--- src/rtl/regfile_wb_arbiter_if.sv ---
// Writeback bundle: ALU (A) and load unit (B) requests in,
// one register-file write port out.
interface regfile_wb_arbiter_if #(
   parameter int XLEN = 32
);
   logic            a_req;
   logic [4:0]      a_rd;
   logic [XLEN-1:0] a_data;
   logic            a_gnt;
   logic            b_req;
   logic [4:0]      b_rd;
   logic [XLEN-1:0] b_data;
   logic            b_gnt;
   logic            rf_we;
   logic [4:0]      rf_waddr;
   logic [XLEN-1:0] rf_wdata;
   logic            busy;

   modport master (
      output a_req, a_rd, a_data,
      output b_req, b_rd, b_data,
      input  a_gnt, b_gnt, busy,
      input  rf_we, rf_waddr, rf_wdata
   );

   modport slave (
      input  a_req, a_rd, a_data,
      input  b_req, b_rd, b_data,
      output a_gnt, b_gnt, busy,
      output rf_we, rf_waddr, rf_wdata
   );
endinterface

--- src/rtl/regfile_wb_arbiter.sv ---
// Two-way writeback arbiter onto a single register-file write port.
// WB_ARB_STALL_CNT_EN adds per-requester saturating stall counters.
module regfile_wb_arbiter #(
   parameter bit FAIR = 1'b1,
   parameter int XLEN = 32
) (
   input  logic clk,
   input  logic reset,
   regfile_wb_arbiter_if.slave wb
`ifdef WB_ARB_STALL_CNT_EN
   ,
   output logic [15:0] a_stall_cnt,
   output logic [15:0] b_stall_cnt
`endif
);

   typedef enum logic {
      LAST_A = 1'b0,
      LAST_B = 1'b1
   } ptr_t;

   ptr_t            ptr;
   ptr_t            ptr_nxt;
   logic            a_win;
   logic            b_win;
   logic            sel_we;
   logic [4:0]      sel_rd;
   logic [XLEN-1:0] sel_data;

   // Round-robin pointer: which requester won the last grant
   always_ff @(posedge clk or negedge reset) begin
      if (!reset) ptr <= LAST_B;
      else        ptr <= ptr_nxt;
   end

   // Grant choice, pointer advance and writeback source select
   always_comb begin
      a_win   = 1'b0;
      b_win   = 1'b0;
      ptr_nxt = ptr;
      if (reset) begin
         if (wb.a_req && wb.b_req) begin
            if (FAIR && ptr == LAST_A) b_win = 1'b1;
            else                       a_win = 1'b1;
         end else begin
            a_win = wb.a_req;
            b_win = wb.b_req;
         end
      end
      if (a_win)      ptr_nxt = LAST_A;
      else if (b_win) ptr_nxt = LAST_B;
      sel_rd   = b_win ? wb.b_rd   : wb.a_rd;
      sel_data = b_win ? wb.b_data : wb.a_data;
      // x0 grants finish the handshake but never write
      sel_we   = (a_win || b_win) && (sel_rd != 5'd0);
   end

   assign wb.a_gnt = a_win;
   assign wb.b_gnt = b_win;
   assign wb.busy  = wb.a_req & wb.b_req;

   // Register-file write port, one cycle behind the grant
   always_ff @(posedge clk or negedge reset) begin
      if (!reset) begin
         wb.rf_we    <= 1'b0;
         wb.rf_waddr <= 5'd0;
         wb.rf_wdata <= '0;
      end else begin
         wb.rf_we <= sel_we;
         if (a_win || b_win) begin
            wb.rf_waddr <= sel_rd;
            wb.rf_wdata <= sel_data;
         end
      end
   end

`ifdef WB_ARB_STALL_CNT_EN
   // Count denied request cycles, sticking at all-ones
   always_ff @(posedge clk or negedge reset) begin
      if (!reset) begin
         a_stall_cnt <= 16'd0;
         b_stall_cnt <= 16'd0;
      end else begin
         if (wb.a_req && !a_win && a_stall_cnt != 16'hFFFF)
            a_stall_cnt <= a_stall_cnt + 16'd1;
         if (wb.b_req && !b_win && b_stall_cnt != 16'hFFFF)
            b_stall_cnt <= b_stall_cnt + 16'd1;
      end
   end
`else
   // Stall counters are not built in this configuration
`endif

endmodule

--- src/flat_wrapper.sv ---
// flat-port wrapper written by rule: the top's interface ports become plain ports
module regfile_wb_arbiter_flat 
#(
   parameter bit FAIR = 1'b1,
   parameter int XLEN = 32
)
  (clk, reset, wb_a_req, wb_a_rd, wb_a_data, wb_b_req, wb_b_rd, wb_b_data, wb_a_gnt, wb_b_gnt, wb_busy, wb_rf_we, wb_rf_waddr, wb_rf_wdata);
  regfile_wb_arbiter_if #(.XLEN(XLEN)) wb_i ();
  input  logic clk;
  input  logic reset;
  input wire logic [$bits(wb_i.a_req)-1:0] wb_a_req;
  input wire logic [$bits(wb_i.a_rd)-1:0] wb_a_rd;
  input wire logic [$bits(wb_i.a_data)-1:0] wb_a_data;
  input wire logic [$bits(wb_i.b_req)-1:0] wb_b_req;
  input wire logic [$bits(wb_i.b_rd)-1:0] wb_b_rd;
  input wire logic [$bits(wb_i.b_data)-1:0] wb_b_data;
  output wire logic [$bits(wb_i.a_gnt)-1:0] wb_a_gnt;
  output wire logic [$bits(wb_i.b_gnt)-1:0] wb_b_gnt;
  output wire logic [$bits(wb_i.busy)-1:0] wb_busy;
  output wire logic [$bits(wb_i.rf_we)-1:0] wb_rf_we;
  output wire logic [$bits(wb_i.rf_waddr)-1:0] wb_rf_waddr;
  output wire logic [$bits(wb_i.rf_wdata)-1:0] wb_rf_wdata;
  assign wb_i.a_req = wb_a_req;
  assign wb_i.a_rd = wb_a_rd;
  assign wb_i.a_data = wb_a_data;
  assign wb_i.b_req = wb_b_req;
  assign wb_i.b_rd = wb_b_rd;
  assign wb_i.b_data = wb_b_data;
  assign wb_a_gnt = wb_i.a_gnt;
  assign wb_b_gnt = wb_i.b_gnt;
  assign wb_busy = wb_i.busy;
  assign wb_rf_we = wb_i.rf_we;
  assign wb_rf_waddr = wb_i.rf_waddr;
  assign wb_rf_wdata = wb_i.rf_wdata;
  regfile_wb_arbiter #(.FAIR(FAIR), .XLEN(XLEN)) u_core (.clk(clk), .reset(reset), .wb(wb_i));
endmodule
--- config.mk ---
export PLATFORM = sky130hd
export DESIGN_NAME = regfile_wb_arbiter_flat
export DESIGN_NICKNAME = d
export VERILOG_FILES = /design/src/rtl/regfile_wb_arbiter_if.sv /design/src/rtl/regfile_wb_arbiter.sv /design/src/flat_wrapper.sv
export SDC_FILE = /design/constraint.sdc
export NUM_CORES = 1
export LEC_CHECK = 0
export CORE_ASPECT_RATIO = 1.25
export CORE_MARGIN = 4
export CORE_UTILIZATION = 55
export CTS_BUF_LIST = sky130_fd_sc_hd__clkbuf_16
export DETAILED_ROUTE_END_ITERATION = 10
export DONT_BUFFER_PORTS = 1
export GPL_TIMING_DRIVEN = 0
export PLACE_DENSITY_LB_ADDON = 0.05
export RECOVER_POWER = 100
export SLEW_MARGIN = 5
export SYNTH_ARGS = -nofsm -noshare
export SYNTH_HDL_FRONTEND = slang
export SYNTH_SLANG_ARGS = --single-unit
--- constraint.sdc ---
create_clock -name clk -period 1.4 [get_ports clk]
set_clock_uncertainty 0.2 [all_clocks]
set_input_delay 0.21 -clock clk [delete_from_list [all_inputs] [get_ports clk]]
set_output_delay 0.21 -clock clk [all_outputs]
set_load 0.02 [all_outputs]
==> qor.yml <==
final_layout:
  nets: 400
  layout-drive-gt1-share_pct: 18.0
  num_antenna_cells: 0
  final_util_pct: 91.1
  fillers: 145
  areaGrowthSynthToFinish_pct: 61.1
die:
  core_um2: 3480
  die_h_um: 74.9
  ioPinCount: 119
  start_util_pct: 56.6
  die_width_um: 61.5
  die-area_um2: 4610
  rows: 24
yosys:
  synthTopCellsByCount: "nor2_1 (40), a31oi_1 (38), dfrtp_1 (38)"
  yosysTopAreaCellShare_pct: 48.3
  dominantRegCellSynth: "dfrtp_1"
  netlist_area_um2: 1970
  synth_warnings: 0
  synth_cells: 227
  synthDistinctLibCells: 18
  ys_seq_area_share_pct: 49.6
  yosysMostFrequentCell: "nor2_1"
  synth_edf_count: 0
  synth.area.top_cells: "dfrtp_1 (48%), a31oi_1 (12%), nand3_1 (9.4%), nor2_1 (7.6%), o21ai_1 (7.6%)"
  synthArstFlopShare_pct: 100
  syn_nets: 305
  synth_area_per_cell_um2: 8.68
  synth_top_cell_by_area: "dfrtp_1"
  ys_seq_elements: 39
placement:
  hpwl_um: 4120
  post-place-ws_ps: -144
  place.gp.congestion: 0.713
  portBuffers: 0
global_route:
  track_usage_pct: 35.2
  overflow: 0
  antenna_found_initial: 0
  grt_pass1_wl_um: 12000
  grt_max_degree: 41
  grt_pass1_vias: 2441
cts:
  clockRootBuffer: "clkbuf_16"
  numCtsBuffers: 5
  clk_path_buf_depth: 2
  cts.sinks: 39
  tritoncts: "yes"
  htree_levels: 2
  clock_latency_ps: 280
  cts.clk_slew.worst_paths_ps: 60
detailed_routing:
  wirelength_um: 8570
  first_pass_iters: 5
  drtAntennaViolNets: 0
  vias: 2452
  post-route-drc-count: 0
  wl_per_cell_um: 23.7
  drtIter0Drc: 326
  viasPerCell: 6.77
status:
  violations: "negative setup slack"
  outcome: "finished, violations left"
power_and_ir_drop:
  p_leak_nw: 1.25
  ir_drop_mv: 1.26
  power.density_nw_per_um2: 1140
timing:
  min_period_ps: 1700
  setup_ws_ps: -302
  fin_crit_sh_pct: 122
  fmax_ghz: 0.588
  finalMaxSlewViolations: 0
  rsz0062_at_grt: "true"
  holdWs_ps: 91.2
  relSlewSlack_pct: 63.1
  setup_viol: 41
  hold_viol: 0
  worst_pin_slew_ps: 553
job:
  cap_violations: 0
critical_path:
  end_kind: "flip-flop"
  worstPathMaxFanout: 5
  worstSetupPathType: "flip-flop to flip-flop"
  crit_path_start_kind: "flip-flop"
  required_ps: 1380
  cp.arrival_ps: 1680
worst_hold_path:
  worst_hold_path_type: "input pin to flip-flop"
==> cells by family after synthesis <==
kind of cell / count (synthesis) / share of synthesized area [%]
AND/OR/NAND/NOR: 86 / 20.0
AO/OA/AOI/OAI: 78 / 22.7
flip-flops: 39 / 49.6
buffers and inverters: 24 / 7.68
==> layer usage <==
layer / vias to the layer above / wire, µm / global-route usage [%]
met1: 1173 / 2790 / 40.6
met2: 225 / 4470 / 61.6
met5: - / 0 / 0
met4: 0 / 330 / 13.4
met3: 41 / 990 / 8.92
li1: 1013 / - / -
==> metrics by stage <==
stage               setup TNS [ps]  cell area (µm²)  cells  total power [mW]
detailed placement           -2400             2040    266              2.11
global route                 -9080             3170    362              3.74
global placement             -1520             2040    266              2.08
CTS                          -4180             3100    361              3.47
floorplan                    -10.7             1990    227              1.98
finish                       -6750             3170    362              3.61
==> report_power, final <==
part / total, mW / switching (mW) / internal [mW] / leakage (nW)
logic: 0.925 / 0.475 / 0.450 / 0.738
registers: 1.61 / 0.321 / 1.29 / 0.437
clock network: 1.07 / 0.430 / 0.643 / 0.0762
==> layout make-up <==
class,instances,area [µm²],share of cell area [%]
clock buffers,5,125,3.94
plain buffers,24,195,6.15
well taps,39,48.8,1.54
multi-input cells,164,930,29.3
clock inverters,3,12.5,0.394
repair buffers,88,886,27.9
flip-flops and latches,39,977,30.8
==> registers in the layout (all words and copies together), names as in the netlist <==
name / cells
u_core.wb.rf_we: 1
u_core.wb.rf_wdata: 32
u_core.wb.rf_waddr: 5
u_core.ptr: 1
==> path summary, 6_finish.rpt <==
check                                                        start                            endpoint  slack, ps  cells after the start
worst max-delay path                        u_core.ptr$_DFFE_PN1P_   u_core.wb.rf_wdata[2]$_DFFE_PN0P_       -300                      6
worst min-delay path                                         reset           u_core.wb.rf_we$_DFF_PN0_         90                      2
worst max register to register              u_core.ptr$_DFFE_PN1P_   u_core.wb.rf_wdata[2]$_DFFE_PN0P_       -300                      6
worst min register to register  u_core.wb.rf_wdata[27]$_DFFE_PN0P_  u_core.wb.rf_wdata[27]$_DFFE_PN0P_        470                      2
max in group asynchronous                                    reset   u_core.wb.rf_waddr[0]$_DFFE_PN0P_        330                      2
min in group asynchronous                                    reset  u_core.wb.rf_wdata[12]$_DFFE_PN0P_        280                      2
==> critical path, stage by stage (launching register included) <==
cell     delay, ps
dfstp_2        530
and2_4         150
buf_4          140
buf_8          120
buf_6          120
o21ai_1         80
a31oi_1        250
==> layout by cell type (no fill, tap or decap), drive strengths merged <==
cell type,instances
buf,32
dlygate4sd3,76
nand3,37
nor2,40
dfstp,1
or4,2
a211oi,1
o21ai,38
o21a,1
inv,2
dfrtp,38
clkbuf,9
clkinv,1
and2,3
nand2,2
nor4,1
nor3,1
a31oi,38
==> timing repair <==
action,in CTS,in global routing
hold buffers,77,0
endpoints found under the hold margin,78,0
setup endpoints to repair,33,40
pin swaps,28,29
setup buffers,6,1
resized for setup,19,19
cloned,4,0
(Power assumes the default switching activity.)
